<file path="src/rtl/fib_job_scheduler.sv">
// Shares one iterative Fibonacci engine among NREQ requesters. A round-robin arbiter grants
// one job at a time, and results return on a single valid/ready response channel.
module fib_job_scheduler #(
    parameter int unsigned NREQ  = 4,
    parameter int unsigned WIDTH = 14,
    parameter int unsigned IDXW  = 5,
    localparam int unsigned IDW  = (NREQ > 1) ? $clog2(NREQ) : 1
) (
    input  logic                 clk,
    input  logic                 clr,
    input  logic [NREQ-1:0]      req_valid,
    input  logic [NREQ*IDXW-1:0] req_index,
    output logic [NREQ-1:0]      req_ready,
    output logic                 rsp_valid,
    input  logic                 rsp_ready,
    output logic [IDW-1:0]       rsp_id,
    output logic [WIDTH-1:0]     rsp_f,
    output logic                 rsp_ovf,
    output logic                 busy
);

    typedef enum logic [1:0] {StIdle, StCalc, StResp} state_e;

    state_e            state_q, state_d;
    logic [IDW-1:0]    ptr_q, ptr_d;
    logic [IDW-1:0]    id_q, id_d;
    logic [IDXW-1:0]   n_q, n_d;
    logic [IDXW-1:0]   cnt_q, cnt_d;
    logic [WIDTH-1:0]  a_q, a_d;
    logic [WIDTH-1:0]  b_q, b_d;
    logic              a_ovf_q, a_ovf_d;
    logic              b_ovf_q, b_ovf_d;
    logic [WIDTH-1:0]  f_q, f_d;
    logic              ovf_q, ovf_d;

    logic [NREQ-1:0]   grant;
    logic [IDW-1:0]    grant_id;
    logic [IDXW-1:0]   grant_n;
    logic              found;
    int unsigned       idx;
    logic [WIDTH:0]    sum;

    // Search starts just after the last served requester, so it has lowest priority.
    always_comb begin
        grant    = '0;
        grant_id = '0;
        grant_n  = '0;
        found    = 1'b0;
        idx      = 0;
        for (int unsigned k = 1; k <= NREQ; k++) begin
            idx = (int'(ptr_q) + k) % NREQ;
            if (!found && req_valid[idx]) begin
                found       = 1'b1;
                grant[idx]  = 1'b1;
                grant_id    = IDW'(idx);
                grant_n     = req_index[idx*IDXW +: IDXW];
            end
        end
    end

    assign req_ready = (clr && state_q == StIdle) ? grant : '0;
    assign rsp_valid = (state_q == StResp);
    assign rsp_id    = id_q;
    assign rsp_f     = f_q;
    assign rsp_ovf   = ovf_q;
    assign busy      = (state_q != StIdle);

    always_comb begin
        state_d = state_q;
        ptr_d   = ptr_q;
        id_d    = id_q;
        n_d     = n_q;
        cnt_d   = cnt_q;
        a_d     = a_q;
        b_d     = b_q;
        a_ovf_d = a_ovf_q;
        b_ovf_d = b_ovf_q;
        f_d     = f_q;
        ovf_d   = ovf_q;
        sum     = {1'b0, a_q} + {1'b0, b_q};
        unique case (state_q)
            StIdle: begin
                if (found) begin
                    id_d    = grant_id;
                    n_d     = grant_n;
                    cnt_d   = '0;
                    a_d     = '0;
                    b_d     = WIDTH'(1);
                    a_ovf_d = 1'b0;
                    b_ovf_d = 1'b0;
                    state_d = StCalc;
                end
            end
            StCalc: begin
                if (cnt_q == n_q) begin
                    f_d     = a_q;
                    ovf_d   = a_ovf_q;
                    state_d = StResp;
                end else begin
                    // Sticky flags keep the overflow indication exact after wrap-around.
                    a_d     = b_q;
                    a_ovf_d = b_ovf_q;
                    b_d     = sum[WIDTH-1:0];
                    b_ovf_d = b_ovf_q | a_ovf_q | sum[WIDTH];
                    cnt_d   = cnt_q + IDXW'(1);
                end
            end
            StResp: begin
                if (rsp_ready) begin
                    ptr_d   = id_q;
                    state_d = StIdle;
                end
            end
            default: state_d = StIdle;
        endcase
    end

    always_ff @(posedge clk) begin
        if (!clr) begin
            state_q <= StIdle;
            ptr_q   <= IDW'(NREQ - 1);
            id_q    <= '0;
            n_q     <= '0;
            cnt_q   <= '0;
            a_q     <= '0;
            b_q     <= '0;
            a_ovf_q <= 1'b0;
            b_ovf_q <= 1'b0;
            f_q     <= '0;
            ovf_q   <= 1'b0;
        end else begin
            state_q <= state_d;
            ptr_q   <= ptr_d;
            id_q    <= id_d;
            n_q     <= n_d;
            cnt_q   <= cnt_d;
            a_q     <= a_d;
            b_q     <= b_d;
            a_ovf_q <= a_ovf_d;
            b_ovf_q <= b_ovf_d;
            f_q     <= f_d;
            ovf_q   <= ovf_d;
        end
    end

endmodule

</file>
<file path="config.mk">
export PLATFORM = sky130hd
export DESIGN_NAME = fib_job_scheduler
export DESIGN_NICKNAME = d
export VERILOG_FILES = /design/src/rtl/fib_job_scheduler.sv
export SDC_FILE = /design/constraint.sdc
export NUM_CORES = 1
export LEC_CHECK = 0
export ABC_AREA = 1
export BUFFER_PORTS_ARGS = -buffer_cell sky130_fd_sc_hd__clkbuf_2
export CORE_MARGIN = 5
export CORE_UTILIZATION = 55
export CTS_CLUSTER_DIAMETER = 200
export CTS_CLUSTER_SIZE = 12
export DETAILED_ROUTE_END_ITERATION = 8
export GPL_TIMING_DRIVEN = 0
export PLACE_DENSITY = 0.87
export SLEW_MARGIN = 20
export SYNTH_ARGS = -nofsm -noshare
export SYNTH_HDL_FRONTEND = slang
export SYNTH_SLANG_ARGS = --single-unit
</file>
<file path="constraint.sdc">
create_clock -name clk -period 5.8 [get_ports clk]
set_input_delay 0.29 -clock clk [delete_from_list [all_inputs] [get_ports clk]]
set_output_delay 0.29 -clock clk [all_outputs]
set_load 0.01 [all_outputs]
</file>
==> qor.log, run 1 <==
INFO  yosys          synth.top_cells.by_count=sky130_fd_sc_hd__nand2_1 (238), sky130_fd_sc_hd__nor2_1 (109), sky130_fd_sc_hd__inv_1 (67), sky130_fd_sc_hd__nand3_1 (64), sky130_fd_sc_hd__dfxtp_1 (61)
INFO  floorplanning  rows=33
INFO  yosys          yosysTopAreaCellShare=27.1%
INFO  clock_tree     post_cts_resized=0
INFO  sta            max_slew.worst_pin.slew=0.579ns
INFO  clock_tree     cts_sinks=61
INFO  clock_tree     cts.path.max_buffers=2
INFO  pwr            power.leakage=2.68nW
INFO  critical_path  timing.critical_path.from_type=register
INFO  pwr            vdd.ir_drop.worst=0.000232V
INFO  yosys          number_of_synthesized_register_bits=61
INFO  critical_path  cp-end-kind=primary output
INFO  global_routing grt_pass1_vias=4616
INFO  drt            antenna_left=0
INFO  outcome        run_status=complete, no violations
INFO  critical_path  worst_r2r_startpoint=ptr_q[1]
INFO  sta            report.final.setup_viol=0
INFO  floorplanning  core-area=8090um2
INFO  critical_path  critPathKind=reg2out
INFO  critical_path  worstPathArrival=3.17ns
INFO  clock_tree     clkSlewWorstSetupHoldPaths=0.07ns
INFO  yosys          synth_enable_flop_cells=0
INFO  clock_tree     cts.hold.buffers_added=0
INFO  yosys          syn-cell-area=4510um2
INFO  clock_tree     tritoncts=yes
INFO  placement      port-buffer-count=49
INFO  floorplanning  die_x=101um
INFO  placement      gp_routability_congestion=0.908
INFO  global_routing grt.overflow.total=0
INFO  sta            max-slew-margin-rel=61.4%
INFO  floorplanning  initial_core_util=55.7%
INFO  final_layout   nNetsFinal=847
INFO  clock_tree     cts.htree.levels=3
INFO  clock_tree     cts_inserted_buffers=9
INFO  placement      place.detailed.hpwl=9350um
INFO  yosys          synth-simple-area-share=45.0%
INFO  yosys          synth_compound_area_share=9.04%
INFO  sta            setup-tns-final=0ns
INFO  sta            timing.fmax=289MHz
INFO  global_routing number_of_antenna_violations_at_the_first_check_in_global_routing=0
INFO  yosys          synth_top_area_cell=sky130_fd_sc_hd__dfxtp_1
INFO  worst_hold_path min_path_type=in2reg
INFO  drt            num_vias=4819
INFO  final_layout   synthToLayoutAreaGrowth=12.7%
INFO  critical_path  crit_path_max_fo=13
INFO  drt            drt-vias-per-instance=5.32
INFO  critical_path  cp_data_required_time=5.51ns
INFO  yosys          netlist-cell-type-count=36
INFO  yosys          yosysSeqAreaShare=27.1%
INFO  global_routing global_route_wire_length_before_repair=20200um
INFO  yosys          syn-mean-instance-area=6.13um2
INFO  sta            unrepaired_setup_endpoints_after_global_routing=no
INFO  global_routing globalRouteTotalUtil=24.2%
INFO  pwr            powerDensity=487nW/um2
INFO  floorplanning  fp.dieH=101um
INFO  critical_path  ff2ff_setup_slack=2.99ns
INFO  final_layout   post_route_cells_drive_above_1_share=12.9%
INFO  clock_tree     post-cts-setup-buffers=0
INFO  yosys          post_synth_fa_ha_maj_area_fraction=6.82%
INFO  sta            hold_violations=0
INFO  yosys          syn-instance-count=736
INFO  yosys          post_synth_mux_area_share=0.444%
INFO  final_layout   antenna_cells_inserted=0
INFO  critical_path  start_point_of_the_critical_path=ptr_q[1]
INFO  drt            wirelength=11900um
INFO  run            timing.max_cap.violations=0
INFO  floorplanning  design.die.area=10100um2
INFO  sta            timing.final.max_slew_violations=0
INFO  yosys          async_flop_share=0%
INFO  yosys          synth-main-ff-cell=sky130_fd_sc_hd__dfxtp_1
INFO  yosys          ys_top_cells_by_area=sky130_fd_sc_hd__dfxtp_1 (27%), sky130_fd_sc_hd__nand2_1 (20%), sky130_fd_sc_hd__nor2_1 (9.1%)
INFO  sta            final.setup_skew=0.0129ns
INFO  sta            final_min_period_over_clock_period=59.6%
INFO  yosys          syn-num-nets=787
INFO  clock_tree     clock_latency=0.35ns
INFO  drt            detailedRoute.firstPassIterationCount=5
INFO  drt            wire_per_inst=13.2um
INFO  worst_hold_path min-delay-start=rsp_ready
INFO  clock_tree     ctsRootBufferMaster=sky130_fd_sc_hd__clkbuf_8
INFO  drt            drt_iter0_markers=299
INFO  drt            remaining_drc_errors=0
INFO  yosys          yosysMostFrequentCell=sky130_fd_sc_hd__nand2_1
INFO  sta            finalCriticalPeriod=3.46ns
INFO  global_routing grt_start_max_net_pins=14
INFO  yosys          yosys_warnings=0
INFO  yosys          dominant_combinational_cell_family_by_area_after_synthesis=simple AND/OR/NAND/NOR gates
INFO  floorplanning  boundaryPins=50
INFO  final_layout   finish.utilization=62.8%
INFO  yosys          synth-xor-area-share=1.75%
==> placed cells by master (no fill, tap or decap), types with 6 or more instances in the layout <==
cell type | netlist | final
sky130_fd_sc_hd__clkbuf_1 | 14 | 14
sky130_fd_sc_hd__nand2_1 | 238 | 238
sky130_fd_sc_hd__clkbuf_8 | 0 | 9
sky130_fd_sc_hd__clkbuf_2 | 1 | 50
sky130_fd_sc_hd__o21ai_0 | 54 | 54
sky130_fd_sc_hd__nand3b_1 | 26 | 26
sky130_fd_sc_hd__a21oi_1 | 17 | 17
sky130_fd_sc_hd__nand3_1 | 64 | 64
sky130_fd_sc_hd__xnor2_1 | 6 | 6
sky130_fd_sc_hd__nand2_2 | 6 | 6
sky130_fd_sc_hd__inv_1 | 67 | 67
sky130_fd_sc_hd__dfxtp_1 | 61 | 61
sky130_fd_sc_hd__nor2_1 | 109 | 109
sky130_fd_sc_hd__ha_1 | 23 | 23
==> report_power, final <==
part	switching (mW)	internal, mW	total, mW
Combinational	0.927	0.507	1.43
Sequential	0.101	0.558	0.659
Clock	0.182	0.199	0.381
Total	1.21	1.26	2.48
==> final timing paths <==
kind                                      to  cells after the start
worst max register to register       a_q[10]                     12
worst min-delay path                ptr_q[1]                      3
worst max-delay path            req_ready[2]                     14
worst min register to register        n_q[1]                      2
==> flip-flops by register name (all words and copies together), names as in the netlist <==
name     count
rsp_id       2
ptr_q        2
a_q         14
b_q         14
n_q          5
rsp_f       14
cnt_q        5
rsp_ovf      1
a_ovf_q      1
b_ovf_q      1
state_q      2
==> worst max-delay path, stage by stage (launching register included) <==
cell	delay (ns)
sky130_fd_sc_hd__dfxtp_1	0.40
sky130_fd_sc_hd__inv_1	0.17
sky130_fd_sc_hd__clkbuf_1	0.48
sky130_fd_sc_hd__ha_1	0.40
sky130_fd_sc_hd__inv_1	0.17
sky130_fd_sc_hd__nand3_1	0.09
sky130_fd_sc_hd__nand2_1	0.19
sky130_fd_sc_hd__inv_1	0.11
sky130_fd_sc_hd__nand2_1	0.10
sky130_fd_sc_hd__clkinv_1	0.25
sky130_fd_sc_hd__nand2_1	0.15
sky130_fd_sc_hd__nand3_1	0.09
sky130_fd_sc_hd__nand2_1	0.06
sky130_fd_sc_hd__inv_1	0.04
sky130_fd_sc_hd__clkbuf_2	0.12
==> area by class of cell <==
cell class                 count  area, um2
buffer                        30        176
fill                         761       3010
clock inverter                 7       73.8
tap                          105        131
clock buffer                   9        124
inverter                      70        268
multi-input combinational    575       2850
sequential                    61       1220
timing repair buffer          49        245
==> per-layer routing <==
metal  GRT usage (%)  part of all wire [%]
met1            29.0                    43
met5               0                     0
met2            43.9                    50
met4            7.15                   1.3
met3            4.29                   5.7
==> metrics by stage <==
step	power (mW)	instances	setup slack (ns)	hold WS, ns	area, um2
finish	2.48	906	2.34	0.237	5080
global route	2.68	906	2.10	0.267	5080
CTS	2.46	906	2.37	0.220	5080
detailed placement	2.07	890	2.75	0.457	4890
global placement	2.02	890	2.84	0.453	4890
floorplan	1.70	736	3.37	0.434	4510
==> cells by family after synthesis <==
family,after synthesis
simple gates,462
buf+inv,100
flops,61
compound gates,78
xor+xnor,9
mux,2
fa+ha+maj,24
Note: power is estimated with default switching activity, not from simulation.
==> run 2: changes to the inputs <==
CORE_UTILIZATION = 54   (was 55)
PLACE_DENSITY = 0.88   (was 0.87)
clock period = 3.05 ns   (was 5.8 ns; I/O delays follow)
==> qor.log, run 2 (synthesis gave the netlist of run 1 again) <==
INFO  critical_path  timing.critical_path.mode_cell=sky130_fd_sc_hd__nand2_1
INFO  clock_tree     clkSlewWorstSetupHoldPaths=0.07ns [about the same]
INFO  drt            wire_per_inst=12.9um [-2.4%]
INFO  sta            timing.final.max_slew_violations=0 [unchanged]
INFO  pwr            power.share.switching=48.9% [about the same]
INFO  pwr            power.leakage=2.67nW [-0.48%]
INFO  placement      gp_routability_congestion=0.928 [+2.2%]
INFO  pwr            powerDensity=925nW/um2 [+90%]
INFO  clock_tree     cts.htree.levels=3 [unchanged]
INFO  final_layout   final_cell_mix=sky130_fd_sc_hd__nand2_1 (238), sky130_fd_sc_hd__nor2_1 (109), sky130_fd_sc_hd__inv_1 (66), sky130_fd_sc_hd__nand3_1 (64), sky130_fd_sc_hd__dfxtp_1 (60)
INFO  clock_tree     cts.hold.buffers_added=0 [unchanged]
INFO  global_routing grt_pass1_vias=4243 [-8.1%]
INFO  pwr            clockPowerShare=15.4% [about the same]
INFO  critical_path  timing.critical_path.from_type=register
INFO  critical_path  cpMaxStageDelayCell=sky130_fd_sc_hd__dfxtp_1
INFO  clock_tree     ctsRootBufferMaster=sky130_fd_sc_hd__clkbuf_8
INFO  placement      port-buffer-count=49 [unchanged]
INFO  sta            unrepaired_setup_endpoints_after_global_routing=no
INFO  floorplanning  rows=33 [unchanged]
INFO  global_routing grt.overflow.total=0 [unchanged]
INFO  critical_path  path_delay_family=buffers and inverters
INFO  pwr            total_switching_power=2.31mW [+91%]
INFO  drt            drt_iter0_markers=302 [+1.0%]
INFO  final_layout   post_route_cells_drive_above_1_share=13.4% [+0.50 points]
INFO  sta            fin_ws=0.225ns [-2.12 ns]
INFO  run            timing.max_cap.violations=0 [unchanged]
INFO  drt            antenna_left=0 [unchanged]
INFO  critical_path  cp_slowest_stage_delay=0.44ns [-0.04 ns]
INFO  clock_tree     cts_sinks=61 [unchanged]
INFO  critical_path  worst_r2r_startpoint=ptr_q[0]
INFO  drt            num_vias=4700 [-2.5%]
INFO  final_layout   final_cell_area=5100um2 [+0.30%]
INFO  sta            timing.fmax=354MHz
INFO  outcome        run_status=complete, no violations
INFO  global_routing globalRouteTotalUtil=23.5% [-0.69 points]
INFO  sta            final_min_period_over_clock_period=92.6%
INFO  pwr            vdd.ir_drop.worst=0.000686V [+200%]
INFO  floorplanning  design.die.area=10300um2 [+1.7%]
INFO  floorplanning  core-area=8180um2 [+1.0%]
INFO  worst_hold_path min-delay-start=rsp_ready
INFO  clock_tree     clock_latency=0.35ns [about the same]
INFO  worst_hold_path min_path_type=in2reg
INFO  pwr            power.share.sequential=26.7% [about the same]
INFO  critical_path  crit_path_cell_trace=buf_6, inv_6, ha_1, inv_1, nand3_1, nand2_1, inv_1, nand2_1, clkinvlp_4, nand2_1, nand3_1, nand2_1, inv_1, clkbuf_2
INFO  critical_path  worstPathArrival=2.67ns [-0.50 ns]
INFO  drt            detailedRoute.firstPassIterationCount=5 [unchanged]
INFO  pwr            cell_internal_pwr=2.41mW [+90%]
INFO  floorplanning  fp.dieH=101um [+0.83%]
INFO  sta            final.setup_skew=0.0108ns [-0.00209 ns]
INFO  final_layout   synthToLayoutAreaGrowth=13.1%
INFO  final_layout   layout.cells.most_common=sky130_fd_sc_hd__nand2_1
INFO  floorplanning  initial_core_util=55.2% [-0.56 points]
INFO  pwr            p_comb_share=57.9% [about the same]
INFO  critical_path  cp_data_required_time=2.90ns [-2.61 ns]
INFO  sta            max_slew.worst_pin.slew=0.656ns [+0.0773 ns]
INFO  drt            drt-vias-per-instance=5.19 [-2.5%]
INFO  drt            remaining_drc_errors=0 [unchanged]
INFO  global_routing number_of_antenna_violations_at_the_first_check_in_global_routing=0 [unchanged]
INFO  floorplanning  boundaryPins=50 [unchanged]
INFO  drt            wirelength=11700um [-2.4%]
INFO  critical_path  start_point_of_the_critical_path=ptr_q[0]
INFO  critical_path  cp_num_buf_inv=7 [unchanged]
INFO  final_layout   nNetsFinal=847 [unchanged]
INFO  critical_path  cp-end-kind=primary output
INFO  pwr            p_total=4.72mW [+91%]
INFO  global_routing grt_start_max_net_pins=17 [+3]
INFO  placement      place.detailed.hpwl=8990um [-3.8%]
INFO  final_layout   antenna_cells_inserted=0 [unchanged]
INFO  clock_tree     cts.path.max_buffers=2 [unchanged]
INFO  placement      dpl_cell_area=4890um2 [unchanged]
INFO  critical_path  crit_path_max_fo=13 [unchanged]
INFO  placement      setup_slack_at_placement=0.137ns [-2.61 ns]
INFO  sta            finalCriticalPeriod=2.83ns
INFO  sta            report.final.setup_viol=0 [unchanged]
INFO  sta            max-slew-margin-rel=56.3% [-5.2 points]
INFO  sta            setup-tns-final=0ns [unchanged]
INFO  critical_path  critPathKind=reg2out
INFO  clock_tree     cts_inserted_buffers=9 [unchanged]
INFO  clock_tree     tritoncts=yes
INFO  sta            hold_violations=0 [unchanged]
INFO  global_routing global_route_wire_length_before_repair=19700um [-2.6%]
INFO  floorplanning  die_x=101um [+0.83%]
## run 2: cell types whose count changed in the layout (fill, tap and decap cells not counted), sizes merged
cell	change
inv	-2
clkinv	-1
clkinvlp	+3
buf	+1
clkbuf	-1
## run 2: through the flow
| step | hold slack, ns | std cells | utilization [%] |
|---|---|---|---|
| global placement | 0.456 | 890 | 59.8 |
| global route | 0.153 | 906 | 62.4 |
| CTS | 0.129 | 906 | 62.3 |
| finish | 0.136 | 906 | 62.4 |
| floorplan | 0.297 | 736 | - |
| detailed placement | 0.458 | 890 | 59.8 |
## run 2: worst paths after layout
path                                     end  slack, ns  cells after the start
worst max register to register        a_q[7]       0.69                     12
worst min-delay path                ptr_q[1]       0.14                      3
worst max-delay path            req_ready[0]       0.22                     14
worst min register to register        n_q[1]       0.47                      2
## run 2: area by class of cell
class,count,area [um2]
tap,105,131
timing repair buffer,50,253
sequential,61,1220
buffer,29,173
clock buffer,9,124
fill,756,3080
multi-input combinational,575,2850
clock inverter,7,76.3
inverter,70,275
## run 2: power groups by stage
stage                     sequential [mW]  clock (mW)  combinational (mW)
after detailed placement             1.27           0                2.67
after global routing                 1.29       0.768                3.08
after CTS                            1.25       0.733                2.69
final                                1.26       0.726                2.73
after floorplan                      1.26           0                1.98
after global placement               1.26           0                2.63
## run 2: layer usage
metal,global-route usage (%),up-vias,routed length (um)
met5,0,-,0
met4,6.24,0,178
met3,4.06,18,650
met2,37.3,142,5220
met1,33.0,2080,5610
li1,-,2460,-
## run 2: worst register-to-register path, cell delays in order (launching register included)
cell and delay [ns]:
sky130_fd_sc_hd__dfxtp_1 0.44, sky130_fd_sc_hd__buf_6 0.18, sky130_fd_sc_hd__inv_6 0.07, sky130_fd_sc_hd__ha_1 0.35
sky130_fd_sc_hd__inv_1 0.14, sky130_fd_sc_hd__nand3_1 0.09, sky130_fd_sc_hd__nand2_1 0.18, sky130_fd_sc_hd__nand4_4 0.15
sky130_fd_sc_hd__nand2_4 0.15, sky130_fd_sc_hd__buf_2 0.26, sky130_fd_sc_hd__nand3b_1 0.11, sky130_fd_sc_hd__nand2_1 0.08
sky130_fd_sc_hd__nor2_1 0.04
## run 2: timing repair
action                                  in CTS  in global routing
resized for setup                            1                  2
buffers inserted                             1                  0
pin swaps                                    0                  0
endpoints found under the setup margin       4                  4
